===== config.mk =====
export PLATFORM = sky130hd
export DESIGN_NAME = rr_arbiter_8
export DESIGN_NICKNAME = d
export VERILOG_FILES = /design/src/rtl/rr_arbiter_8.sv
export SDC_FILE = /design/constraint.sdc
export NUM_CORES = 1
export LEC_CHECK = 0
export CAP_MARGIN = 20
export CORE_UTILIZATION = 54
export DETAILED_ROUTE_END_ITERATION = 10
export GPL_TIMING_DRIVEN = 0
export PLACE_DENSITY = 0.8
export SYNTH_ARGS = -nofsm -noshare
export SYNTH_HDL_FRONTEND = slang
export SYNTH_SLANG_ARGS = --single-unit

===== constraint.sdc =====
create_clock -name clk -period 5.15 [get_ports clk]
set_clock_uncertainty 0.1 [all_clocks]
set_input_delay 1.2875 -clock clk [delete_from_list [all_inputs] [get_ports clk]]
set_output_delay 1.2875 -clock clk [all_outputs]
set_load 0.05 [all_outputs]

===== src/rtl/rr_arbiter_8.sv =====
// Eight-way round-robin arbiter with registered one-hot/binary grant and release-by-done.
// Optional forced release after MAX_HOLD cycles when ARB_TIMEOUT_EN is defined.
module rr_arbiter_8 #(
  parameter int unsigned MAX_HOLD = 15
) (
  input  logic       clk,
  input  logic       rst_n,
  input  logic [7:0] req,
  input  logic       done,
  output logic [7:0] gnt,
  output logic [2:0] gnt_idx,
  output logic       gnt_valid,
  output logic       timeout
);

  typedef enum logic {StIdle, StBusy} state_e;

  state_e     r_state, w_state_d;
  logic [7:0] r_gnt, w_gnt_d;
  logic [2:0] r_gnt_idx, w_gnt_idx_d;
  logic       r_gnt_valid, w_gnt_valid_d;
  logic       r_timeout, w_timeout_d;
  logic [2:0] r_last_idx, w_last_idx_d;

  logic       w_pick_found;
  logic [2:0] w_pick_idx;
  logic       w_release;
  logic       w_hold_expired;

  if (MAX_HOLD < 1 || MAX_HOLD > 255) begin : g_bad_max_hold
    $error("MAX_HOLD must be in 1..255");
  end

  // Offset 8 wraps back to last_idx itself, so a lone requester is re-granted.
  always_comb begin
    w_pick_found = 1'b0;
    w_pick_idx   = r_last_idx;
    for (int unsigned i = 1; i <= 8; i++) begin
      if (!w_pick_found && req[3'(r_last_idx + 3'(i))]) begin
        w_pick_found = 1'b1;
        w_pick_idx   = 3'(r_last_idx + 3'(i));
      end
    end
  end

  assign w_release = done || !req[r_gnt_idx];

`ifdef ARB_TIMEOUT_EN
  logic [7:0] r_hold_cnt, w_hold_cnt_d;

  always_comb begin
    w_hold_cnt_d = '0;
    if (r_state == StBusy) begin
      w_hold_cnt_d = r_hold_cnt + 8'd1;
    end
  end

  // Counter holds (busy cycles - 1); expiry lands on the MAX_HOLD-th busy cycle.
  assign w_hold_expired = (r_hold_cnt == 8'(MAX_HOLD - 1));

  always_ff @(posedge clk) begin
    if (!rst_n) begin
      r_hold_cnt <= '0;
    end else begin
      r_hold_cnt <= w_hold_cnt_d;
    end
  end
`else
  assign w_hold_expired = 1'b0;
`endif

  always_comb begin
    w_state_d     = r_state;
    w_gnt_idx_d   = r_gnt_idx;
    w_gnt_valid_d = r_gnt_valid;
    w_last_idx_d  = r_last_idx;
    w_timeout_d   = 1'b0;
    unique case (r_state)
      StIdle: begin
        if (w_pick_found) begin
          w_state_d     = StBusy;
          w_gnt_idx_d   = w_pick_idx;
          w_gnt_valid_d = 1'b1;
        end
      end
      StBusy: begin
        if (w_release || w_hold_expired) begin
          w_state_d     = StIdle;
          w_gnt_valid_d = 1'b0;
          w_last_idx_d  = r_gnt_idx;
          w_timeout_d   = !w_release;
        end
      end
      default: begin
        w_state_d     = StIdle;
        w_gnt_valid_d = 1'b0;
      end
    endcase
    w_gnt_d = w_gnt_valid_d ? (8'd1 << w_gnt_idx_d) : 8'd0;
  end

  always_ff @(posedge clk) begin
    if (!rst_n) begin
      r_state     <= StIdle;
      r_gnt       <= '0;
      r_gnt_idx   <= '0;
      r_gnt_valid <= 1'b0;
      r_timeout   <= 1'b0;
      r_last_idx  <= 3'd7;
    end else begin
      r_state     <= w_state_d;
      r_gnt       <= w_gnt_d;
      r_gnt_idx   <= w_gnt_idx_d;
      r_gnt_valid <= w_gnt_valid_d;
      r_timeout   <= w_timeout_d;
      r_last_idx  <= w_last_idx_d;
    end
  end

  assign gnt       = r_gnt;
  assign gnt_idx   = r_gnt_idx;
  assign gnt_valid = r_gnt_valid;
  assign timeout   = r_timeout;

endmodule


== Yosys cells after proc, flatten, opt, wreduce, memory -nomap -nowiden ==
Cells that the tools add are included.
Widths: inputs -> output; s select.

* Word-level logic and storage cells: 86
* Output and inout bits: 13
* Flip-flop bits (word level): 17

* Bitwise operators: 1
* Order comparisons: 9
* Muxes and demuxes: 42
* Reduce and logical (&&, ||, !) cells: 20
* Shift operators: 1
* Add/subtract/negate cells: 7

{| class="wikitable"
|+ Operators with widths
! operator !! count
|-
| $lt 3x4->1 const B || 9
|-
| $mux 3 || 10
|-
| $bmux 1 s3 || 9
|-
| $mux 1 || 21
|-
| $add 3x3->3 const B || 4
|-
| $logic_not 1->1 || 9
|-
| $shl 1x3->8 const A || 1
|-
| $logic_and 1x1->1 || 7
|-
| $add 3x2->3 const B || 2
|-
| $pmux 1 s2 || 2
|-
| $reduce_and 2->1 || 2
|-
| $add 3x1->3 const B || 1
|-
| $reduce_and 3->1 || 1
|-
| $logic_or 1x1->1 || 1
|-
| $not 1->1 || 1
|}

== Depth between registers and ports, before layout ==
Gate-level depths: netlist of the first run.

* Depth in word-level cells: 28
* Depth in mapped cells: 16

== Worst setup path after synthesis of the first run ==
OpenSTA, ideal clock, no wires.

* Path kind: flip-flop to flip-flop
* From: register r_last_idx[0]
* To: register r_gnt[1] (netlist: gnt[1])
* Cell stages (with the launch flop): 16
* Path slack: 1511 ps
* Arrival: 3460 ps
* Required time: 4971 ps
* Path through: dfxtp_1 -> buf_2 -> buf_2 -> buf_2 -> inv_1 -> ha_1 -> buf_2 -> buf_2 -> mux4_2 -> or2_1 -> nand2b_1 -> nor4b_1 -> a21oi_1 -> o211a_1 -> or2_1 -> nor3_1

* Word-level cells in the longest chain between the ends: 28

{| class="wikitable"
|+ Ends and longest elaborated chain
! item !! line !! source
|-
| start: declaration || 23 || <nowiki>logic [2:0] r_last_idx, w_last_idx_d;</nowiki>
|-
| start signal: assignment || 116 || <nowiki>r_last_idx <= w_last_idx_d;</nowiki>
|-
| $add 3x1->3 || 39, 41 ||
|-
| $bmux 1 s3 || 39 || <nowiki>if (!w_pick_found && req[3'(r_last_idx + 3'(i))]) begin</nowiki>
|-
| $mux 1 (not written as such) || 39 ||
|-
| $mux 1 || 39 ||
|-
| $logic_not 1->1 || 39 ||
|-
| $logic_and 1x1->1 || 39 ||
|-
| $mux 1 || 39 ||
|-
| $logic_not 1->1 || 39 ||
|-
| [12 not listed] || -- ||
|-
| $logic_and 1x1->1 || 39 ||
|-
| $mux 1 || 39 ||
|-
| $logic_not 1->1 || 39 ||
|-
| $logic_and 1x1->1 || 39 ||
|-
| $mux 1 or $mux 3 (tied branches) || 39 ||
|-
| $mux 1 or $mux 3 (tied branches) || 80 || <nowiki>if (w_pick_found) begin</nowiki>
|-
| $pmux 1 s2 or $mux 3 (tied branches) || 78 || <nowiki>unique case (r_state)</nowiki>
|-
| $reduce_and 2->1 (no line) or $shl 1x3->8 (tied branches) || -- ||
|-
| end signal: assignment || 112 || <nowiki>r_gnt <= w_gnt_d;</nowiki>
|-
| end: declaration || 19 || <nowiki>logic [7:0] r_gnt, w_gnt_d;</nowiki>
|}

Several ways; a longest one is shown, not always the timed one. The select of a mux whose other input is x is not followed.
A chain may end at the register's enable or synchronous reset.

== Worst setup path after layout of the first run ==
* From: register r_last_idx[0]
* To: register r_gnt[0] (netlist: gnt[0])

Same word-level chain as after synthesis.

==> results.md, run 1 <==
* Fraction of layout cells with a size suffix above 1 at 0.160
* H-tree levels at 1
* Total routing resource utilization after global routing at 0.289
* Final-report max-slew violation count at 0
* Via count at 1570
* Top fanout value on the critical path at 10
* Required time at the worst-slack endpoint at approximately 5300 ps
* Number of max-cap violations at 0
* Clock Path Buffers at 2
* Number of synthesized flops with an enable pin at 0
* Floorplan die width at 56.6 um
* Cell depth of the worst min-delay path at 3
* Worst hold path startpoint: gnt_valid
* WL final at 4.32 mm
* Critical setup path kind: register to register
* Syn. warnings at 0
* Number of nets still failing antenna checks after routing at 0
* Number of diodes added for antenna fixing at 0
* Standard-cell rows at 19
* Layout Cells excl Fill at 237
* Overall die height at ~57 um
* Number of remaining DRC errors at 0
* Share of flip-flops with an asynchronous set or reset after synthesis at 0
* Global-route wire length before repair at 7.11 mm
* Cells after Synth at 179
* Setup slack after placement at 789 ps
* Synth top area share at 0.212
* List of most frequent post-synthesis cells: sky130_fd_sc_hd__mux2i_1, sky130_fd_sc_hd__dfxtp_1, sky130_fd_sc_hd__nand2_1, sky130_fd_sc_hd__nor3_1, sky130_fd_sc_hd__mux4_2
* Worst flop-to-flop path startpoint: r_last_idx[0]
* Synth Area per Inst at approximately 9 um^2
* Final nets at 220
* Worst min-delay path category: register to register
* Worst setup startpoint: r_last_idx[0]
* Most used DFF post-synth: sky130_fd_sc_hd__dfxtp_1
* Total leakage power at around 0.81 nW
* Number of cells traversed by the worst register-to-register path at 14
* Total half-perimeter wirelength after legalization and detailed placement at 3.27 mm
* Final setup slack of the worst path at 871 ps
* Final Wtd Congestion at ~0.96
* Hold buffer count at CTS at 0
* Cell types occupying the most area after synthesis: sky130_fd_sc_hd__dfxtp_1, sky130_fd_sc_hd__mux4_2, sky130_fd_sc_hd__mux2i_1, sky130_fd_sc_hd__nor3_1, sky130_fd_sc_hd__nand2_1
* Pin count of the biggest net entering global routing at 11
* Element type at the critical path end: register
* Result of the run: finished clean
* Most repeated cell in the gate-level netlist after synthesis: sky130_fd_sc_hd__mux2i_1
* Via count of the first global-routing pass at 1513
* Number of cells after detailed placement at approximately 230
* Post-synthesis to final-layout area growth at 18.4%
* Slew of the pin with the lowest slew margin at approximately 1000 ps
* Count of input and output buffers at 23
* Cell at the root of the clock tree: sky130_fd_sc_hd__clkbuf_4
* Total iterations of the first detailed-routing run at 4
* Setup TNS at 0 ps
* Seq/Total Area, Yosys at 0.212
* Launching element type of the critical path: register
* Min Clock Period, post-route at 4280 ps
* Fin Hold WS at roughly 470 ps
* Finish-stage setup viols at 0
* Data arrival time of the worst path at 4390 ps
* Core Area at around 0.0028 mm^2
* Worst supply voltage drop on vdd at 0.000464 V
* Final number of hold-violating endpoints at 0
* Routed via count divided by cell count at 6.62
* Number of buffers created by CTS at 3
* Post-synth design cell area at 0.00161 mm^2
* Ratio of total power to cell area at between 500 and 600 mW/mm^2
* Distinct cell type count of the synthesized netlist at 49
* Setup repair after global routing missed its margin: no
* Slew headroom at 0.334
* Global-route congestion overflow total at 0
* Clock-pin slew reported for the worst setup and hold paths after clock tree synthesis at 100 ps
* Maximum clock frequency at 0.234 GHz
* Clock latency on the worst-skew pair at 300 ps
* Starting Density at 0.578
* Cell type contributing the most total cell area after synthesis: sky130_fd_sc_hd__dfxtp_1
* Clock tree from TritonCTS: yes
* DR WL/cell at 18.2 um
* Number of nets in the synthesized netlist at about 190
* Die Area at 0.00320 mm^2
* Count of cells resized by post-cts repair at 0
* Count of routing violations after the opening detailed-route iteration at 102
* Final cycle utilization of the critical path at 0.831
* Total Power at ~1.1 mW
* Total number of clock tree sinks at 17
* Number of antenna violations at the first check in global routing at 0
* # Post-CTS Setup Buffers at 0
* I/O Pins at 24
* Number of storage elements in the synthesis netlist at 17
path summary, 6_finish.rpt:
check	to	slack (ps)
hold reg to reg	gnt_valid	470
hold / removal	gnt_valid	470
setup reg to reg	gnt[0]	870
setup / recovery	gnt[0]	870
sequential cells by signal, summed over array words and instances (netlist names):
name	flops
timeout	1
r_last_idx	3
gnt_idx	3
gnt_valid	1
r_state	1
gnt	8
logic make-up (layout without fill, tap and decap cells):
group           after synthesis  after routing  share of synthesized area
xor+xnor                      5              5                     0.0319
fa+ha+maj                     2              2                     0.0156
other cells                   1              1                    0.00233
compound gates               40             40                      0.174
simple gates                 62             62                      0.206
mux                          35             35                      0.307
buf+inv                      17             44                     0.0514
flops                        17             17                      0.212
routing by layer:
metal / track usage / routed length, um / vias up
met3: 0.0346 / 286 / 11
met5: 0 / 0 / -
met1: 0.415 / 1910 / 753
li1: - / - / 737
met4: 0.129 / 94 / 0
met2: 0.435 / 2030 / 69
cell type report:
| cell class | count | area [um^2] |
|---|---|---|
| repair buffers | 23 | 230 |
| flip-flops and latches | 17 | 340 |
| clock buffers | 3 | 22.5 |
| multi-input cells | 145 | 1180 |
| clock inverters | 1 | 5.00 |
| inverters | 7 | 26.3 |
| fillers | 217 | 877 |
| well taps | 31 | 38.8 |
| plain buffers | 10 | 56.3 |
worst max-delay path: stages, from the launching register on:
cell                       delay [ps]
sky130_fd_sc_hd__dfxtp_1          350
sky130_fd_sc_hd__buf_2            250
sky130_fd_sc_hd__buf_2            270
sky130_fd_sc_hd__buf_2            270
sky130_fd_sc_hd__inv_1            130
sky130_fd_sc_hd__ha_1             300
sky130_fd_sc_hd__buf_2            190
sky130_fd_sc_hd__mux2_2           250
sky130_fd_sc_hd__mux2i_1           90
sky130_fd_sc_hd__a221oi_1         850
sky130_fd_sc_hd__a22oi_1          200
sky130_fd_sc_hd__and3_1           250
sky130_fd_sc_hd__xnor2_1          160
sky130_fd_sc_hd__mux2_2           330
sky130_fd_sc_hd__nor3_1           220
where the power goes:
part / switching, mW / leakage, nW / total [mW] / internal [mW]
registers: 0.0283 / 0.140 / 0.193 / 0.165
logic: 0.494 / 0.654 / 0.820 / 0.326
clock network: 0.0421 / 0.0177 / 0.0711 / 0.0290
cells in the final DEF (no fill, tap or decap), types with 2 or more instances in the layout:
cell                              count
sky130_fd_sc_hd__or2_1                2
sky130_fd_sc_hd__clkdlybuf4s50_1     23
sky130_fd_sc_hd__a211oi_1             3
sky130_fd_sc_hd__clkbuf_1             2
sky130_fd_sc_hd__mux2_2               4
sky130_fd_sc_hd__o22ai_1              2
sky130_fd_sc_hd__and3_1               2
sky130_fd_sc_hd__a22oi_1              2
sky130_fd_sc_hd__nor2b_1              2
sky130_fd_sc_hd__nand4_1              3
sky130_fd_sc_hd__a21oi_1              8
sky130_fd_sc_hd__mux2i_1             20
sky130_fd_sc_hd__a221oi_1             2
sky130_fd_sc_hd__dfxtp_1             17
sky130_fd_sc_hd__o211a_1              3
sky130_fd_sc_hd__nand2b_1             2
sky130_fd_sc_hd__o21ai_0              6
sky130_fd_sc_hd__xnor2_1              3
sky130_fd_sc_hd__a21o_1               3
sky130_fd_sc_hd__nand2_1             16
sky130_fd_sc_hd__inv_1                7
sky130_fd_sc_hd__clkbuf_4             3
sky130_fd_sc_hd__ha_1                 2
sky130_fd_sc_hd__nor2_1              10
sky130_fd_sc_hd__buf_2                6
sky130_fd_sc_hd__or4_1                2
sky130_fd_sc_hd__nand3_1              3
sky130_fd_sc_hd__nor3_1              12
sky130_fd_sc_hd__mux4_2              11
sky130_fd_sc_hd__o221ai_1             3
stage by stage:
stage,instance area [um^2],utilization
after floorplan,1610,-
after global placement,1880,0.675
after CTS,1900,0.685
after global routing,1900,0.685
after detailed placement,1880,0.675
final,1900,0.685
(Power assumes the default switching activity.)
==> run 2, diff against run 1 <==
==> constraint.sdc (replaced) <==
create_clock -name clk -period 4 [get_ports clk]
set_clock_uncertainty 0.1 [all_clocks]
set_input_delay 1 -clock clk [delete_from_list [all_inputs] [get_ports clk]]
set_output_delay 1 -clock clk [all_outputs]
set_load 0.05 [all_outputs]
==> run 2 against run 1 <==
Combinational power grew 35%. Clock-buffer cell count unchanged. Worst hold slack better by 1.2 ps. Core utilization increased by 2.2 points. Clock power is 29% higher.
==> results.md, run 2 (synthesis results as in run 1) <==
* WL final at 4.43 mm (+2.5%)
* Standard-cell rows at 19 (unchanged)
* Number of remaining DRC errors at 0 (unchanged)
* Final number of hold-violating endpoints at 0 (unchanged)
* Total half-perimeter wirelength after legalization and detailed placement at 3.27 mm (unchanged)
* Overall die height at 56.6 um (unchanged)
* Most common cell after layout, fill and taps aside: sky130_fd_sc_hd__clkdlybuf4s50_1
* Fraction of layout cells with a size suffix above 1 at 0.198 (+0.0379)
* Global-route congestion overflow total at 0 (unchanged)
* Hold worst-path end: gnt_valid
* Final Wtd Congestion at 0.957 (unchanged)
* Cell-internal power at 0.702 mW (+35%)
* Worst supply voltage drop on vdd at 0.000601 V (+30%)
* Clock Path Buffers at 2 (unchanged)
* Via count at 1576 (+0.38%)
* Min Clock Period, post-route at 3800 ps
* Required time at the worst-slack endpoint at 4120 ps (-1140 ps)
* Top fanout value on the critical path at 8 (-2)
* Number of diodes added for antenna fixing at 0 (unchanged)
* Share of total power in the clock network at 0.063 (-0.003)
* Starting Density at 0.578 (unchanged)
* Relative contribution of sequential cells to total power at 0.172 (-0.006)
* Floorplan die width at 56.6 um (unchanged)
* Count of routing violations after the opening detailed-route iteration at 92 (-9.8%)
* Post-route cell area at 0.00197 mm^2 (+3.3%)
* Critical setup path kind: primary input to register
* Post-place instance area at 0.00188 mm^2 (unchanged)
* Number of flip-flops under the largest register name at 8 (unchanged)
* Clock latency on the worst-skew pair at 300 ps (about the same)
* H-tree levels at 1 (unchanged)
* Number of buffers created by CTS at 3 (unchanged)
* Final nets at 221 (+0.45%)
* Result of the run: finished clean
* Core Area at 0.00278 mm^2 (unchanged)
* Hold buffer count at CTS at 0 (unchanged)
* Worst hold path startpoint: gnt_valid
* Finish-stage setup viols at 0 (unchanged)
* Switching power summed over all nets at 0.750 mW (+33%)
* Total routing resource utilization after global routing at 0.296 (+0.00731)
* Number of max-cap violations at 0 (unchanged)
* Element type at the critical path end: register
* Worst flop-to-flop path startpoint: r_last_idx[0]
* Number of cells traversed by the worst register-to-register path at 14 (unchanged)
* Final cycle utilization of the critical path at 0.951
* Launching element type of the critical path: primary input
* Slew headroom at 0.445 (+0.111)
* Reg-to-Reg End: gnt[0]
* Ratio of total power to cell area at 738 mW/mm^2 (+30%)
* Comb power frac at 0.765 (+0.009)
* DR WL/cell at 18.6 um (+2.1%)
* I/O Pins at 24 (unchanged)
* Total leakage power at 0.831 nW (+2.5%)
* Pin count of the biggest net entering global routing at 11 (unchanged)
* Cell at the root of the clock tree: sky130_fd_sc_hd__clkbuf_4
* Setup slack, reg-to-reg at 220 ps (-650 ps)
* Clock tree from TritonCTS: yes
* Maximum clock frequency at approximately 0.26 GHz
* Routed via count divided by cell count at 6.62 (about the same)
* Clock-pin slew reported for the worst setup and hold paths after clock tree synthesis at 100 ps (about the same)
* Worst min-delay path category: register to register
* Data arrival time of the worst path at 3920 ps (-470 ps)
* Highest-count cells in the layout ignoring fill and taps: sky130_fd_sc_hd__clkdlybuf4s50_1, sky130_fd_sc_hd__mux2i_1, sky130_fd_sc_hd__dfxtp_1
* Die Area at 0.00320 mm^2 (unchanged)
* Slew of the pin with the lowest slew margin at 826 ps (-172 ps)
* Number of nets still failing antenna checks after routing at 0 (unchanged)
* Fin Hold WS at 470 ps (+1.17 ps)
* Via count of the first global-routing pass at 1527 (+0.93%)
* Setup repair after global routing missed its margin: no
* Final-report max-slew violation count at 0 (unchanged)
* Total iterations of the first detailed-routing run at 4 (unchanged)
* Number of antenna violations at the first check in global routing at 0 (unchanged)
* Total number of clock tree sinks at 17 (unchanged)
* Global-route wire length before repair at 7.29 mm (+2.5%)
* Cell depth of the worst min-delay path at 3 (unchanged)
* Switching power share of the total at 0.516 (-0.00424)
* Post-synthesis to final-layout area growth at 22.3%
* Count of input and output buffers at 23 (unchanged)
==> run 2: changes by cell type in the layout (fill, tap and decap cells not counted), moves of 2 or more <==
cell / before / now
sky130_fd_sc_hd__buf_4: 1 / 4
sky130_fd_sc_hd__a221oi_2: 0 / 2
sky130_fd_sc_hd__buf_2: 6 / 1
sky130_fd_sc_hd__a221oi_1: 2 / 0
sky130_fd_sc_hd__buf_6: 1 / 3
==> run 2: how the worst max path moves through the flow <==
stage	slack, ps	start	to	depth (start not counted)
2_1_floorplan	360	r_last_idx[0]	gnt[1]	15
3_3_place_gp	-50	r_last_idx[0]	gnt[5]	14
3_5_place_dp	-190	r_last_idx[0]	gnt[0]	15
4_1_cts	5	r_last_idx[0]	gnt[0]	15
5_1_grt	10	req[6]	gnt[4]	9
6_report	200	req[6]	gnt[0]	8
==> run 2: per-layer routing <==
| layer | track usage | vias up | part of all wire |
|---|---|---|---|
| met3 | 0.0346 | 13 | 0.055 |
| met4 | 0.129 | 0 | 0.022 |
| met2 | 0.449 | 69 | 0.47 |
| li1 | - | 740 | - |
| met5 | 0 | - | 0 |
| met1 | 0.426 | 754 | 0.45 |
==> run 2: worst max-delay path, stage by stage <==
cell	delay (ps)
sky130_fd_sc_hd__clkdlybuf4s50_1	560
sky130_fd_sc_hd__mux4_2	580
sky130_fd_sc_hd__mux2i_1	450
sky130_fd_sc_hd__and2_4	260
sky130_fd_sc_hd__and3_4	220
sky130_fd_sc_hd__a31o_2	220
sky130_fd_sc_hd__mux2_2	400
sky130_fd_sc_hd__nor3_1	220
==> run 2: what timing repair did <==
action	in CTS	in global routing
pin swaps	0	1
endpoints found under the setup margin	10	10
setup buffers	0	1
gates resized for setup	6	11
==> run 2: final cells by class <==
type                       count  area, um^2
buffer                        10        77.6
sequential                    17         340
fill                         210         815
tap                           31        38.8
inverter                       7        26.3
clock buffer                   3        22.5
timing repair buffer          24         238
clock inverter                 1        5.00
multi-input combinational    145        1220
==> run 2: stage by stage <==
stage	power (mW)	instances	worst slack (ps)	TNS [ps]	utilization
finish	1.45	238	198	0	0.707
global route	1.54	238	14.9	0	0.707
CTS	1.41	237	5.45	0	0.695
detailed placement	1.28	233	-187	-1250	0.675
global placement	1.25	233	-46.7	-291	0.675
floorplan	1.03	179	361	0	-
==> run 2: power groups by stage <==
stage	Combinational [mW]	Clock, mW	Sequential (mW)
6_report	1.11	0.0918	0.250
5_1_grt	1.18	0.0993	0.254
4_1_cts	1.07	0.0951	0.249
3_5_place_dp	1.03	0	0.252
3_3_place_gp	1.00	0	0.249
2_1_floorplan	0.680	0	0.354
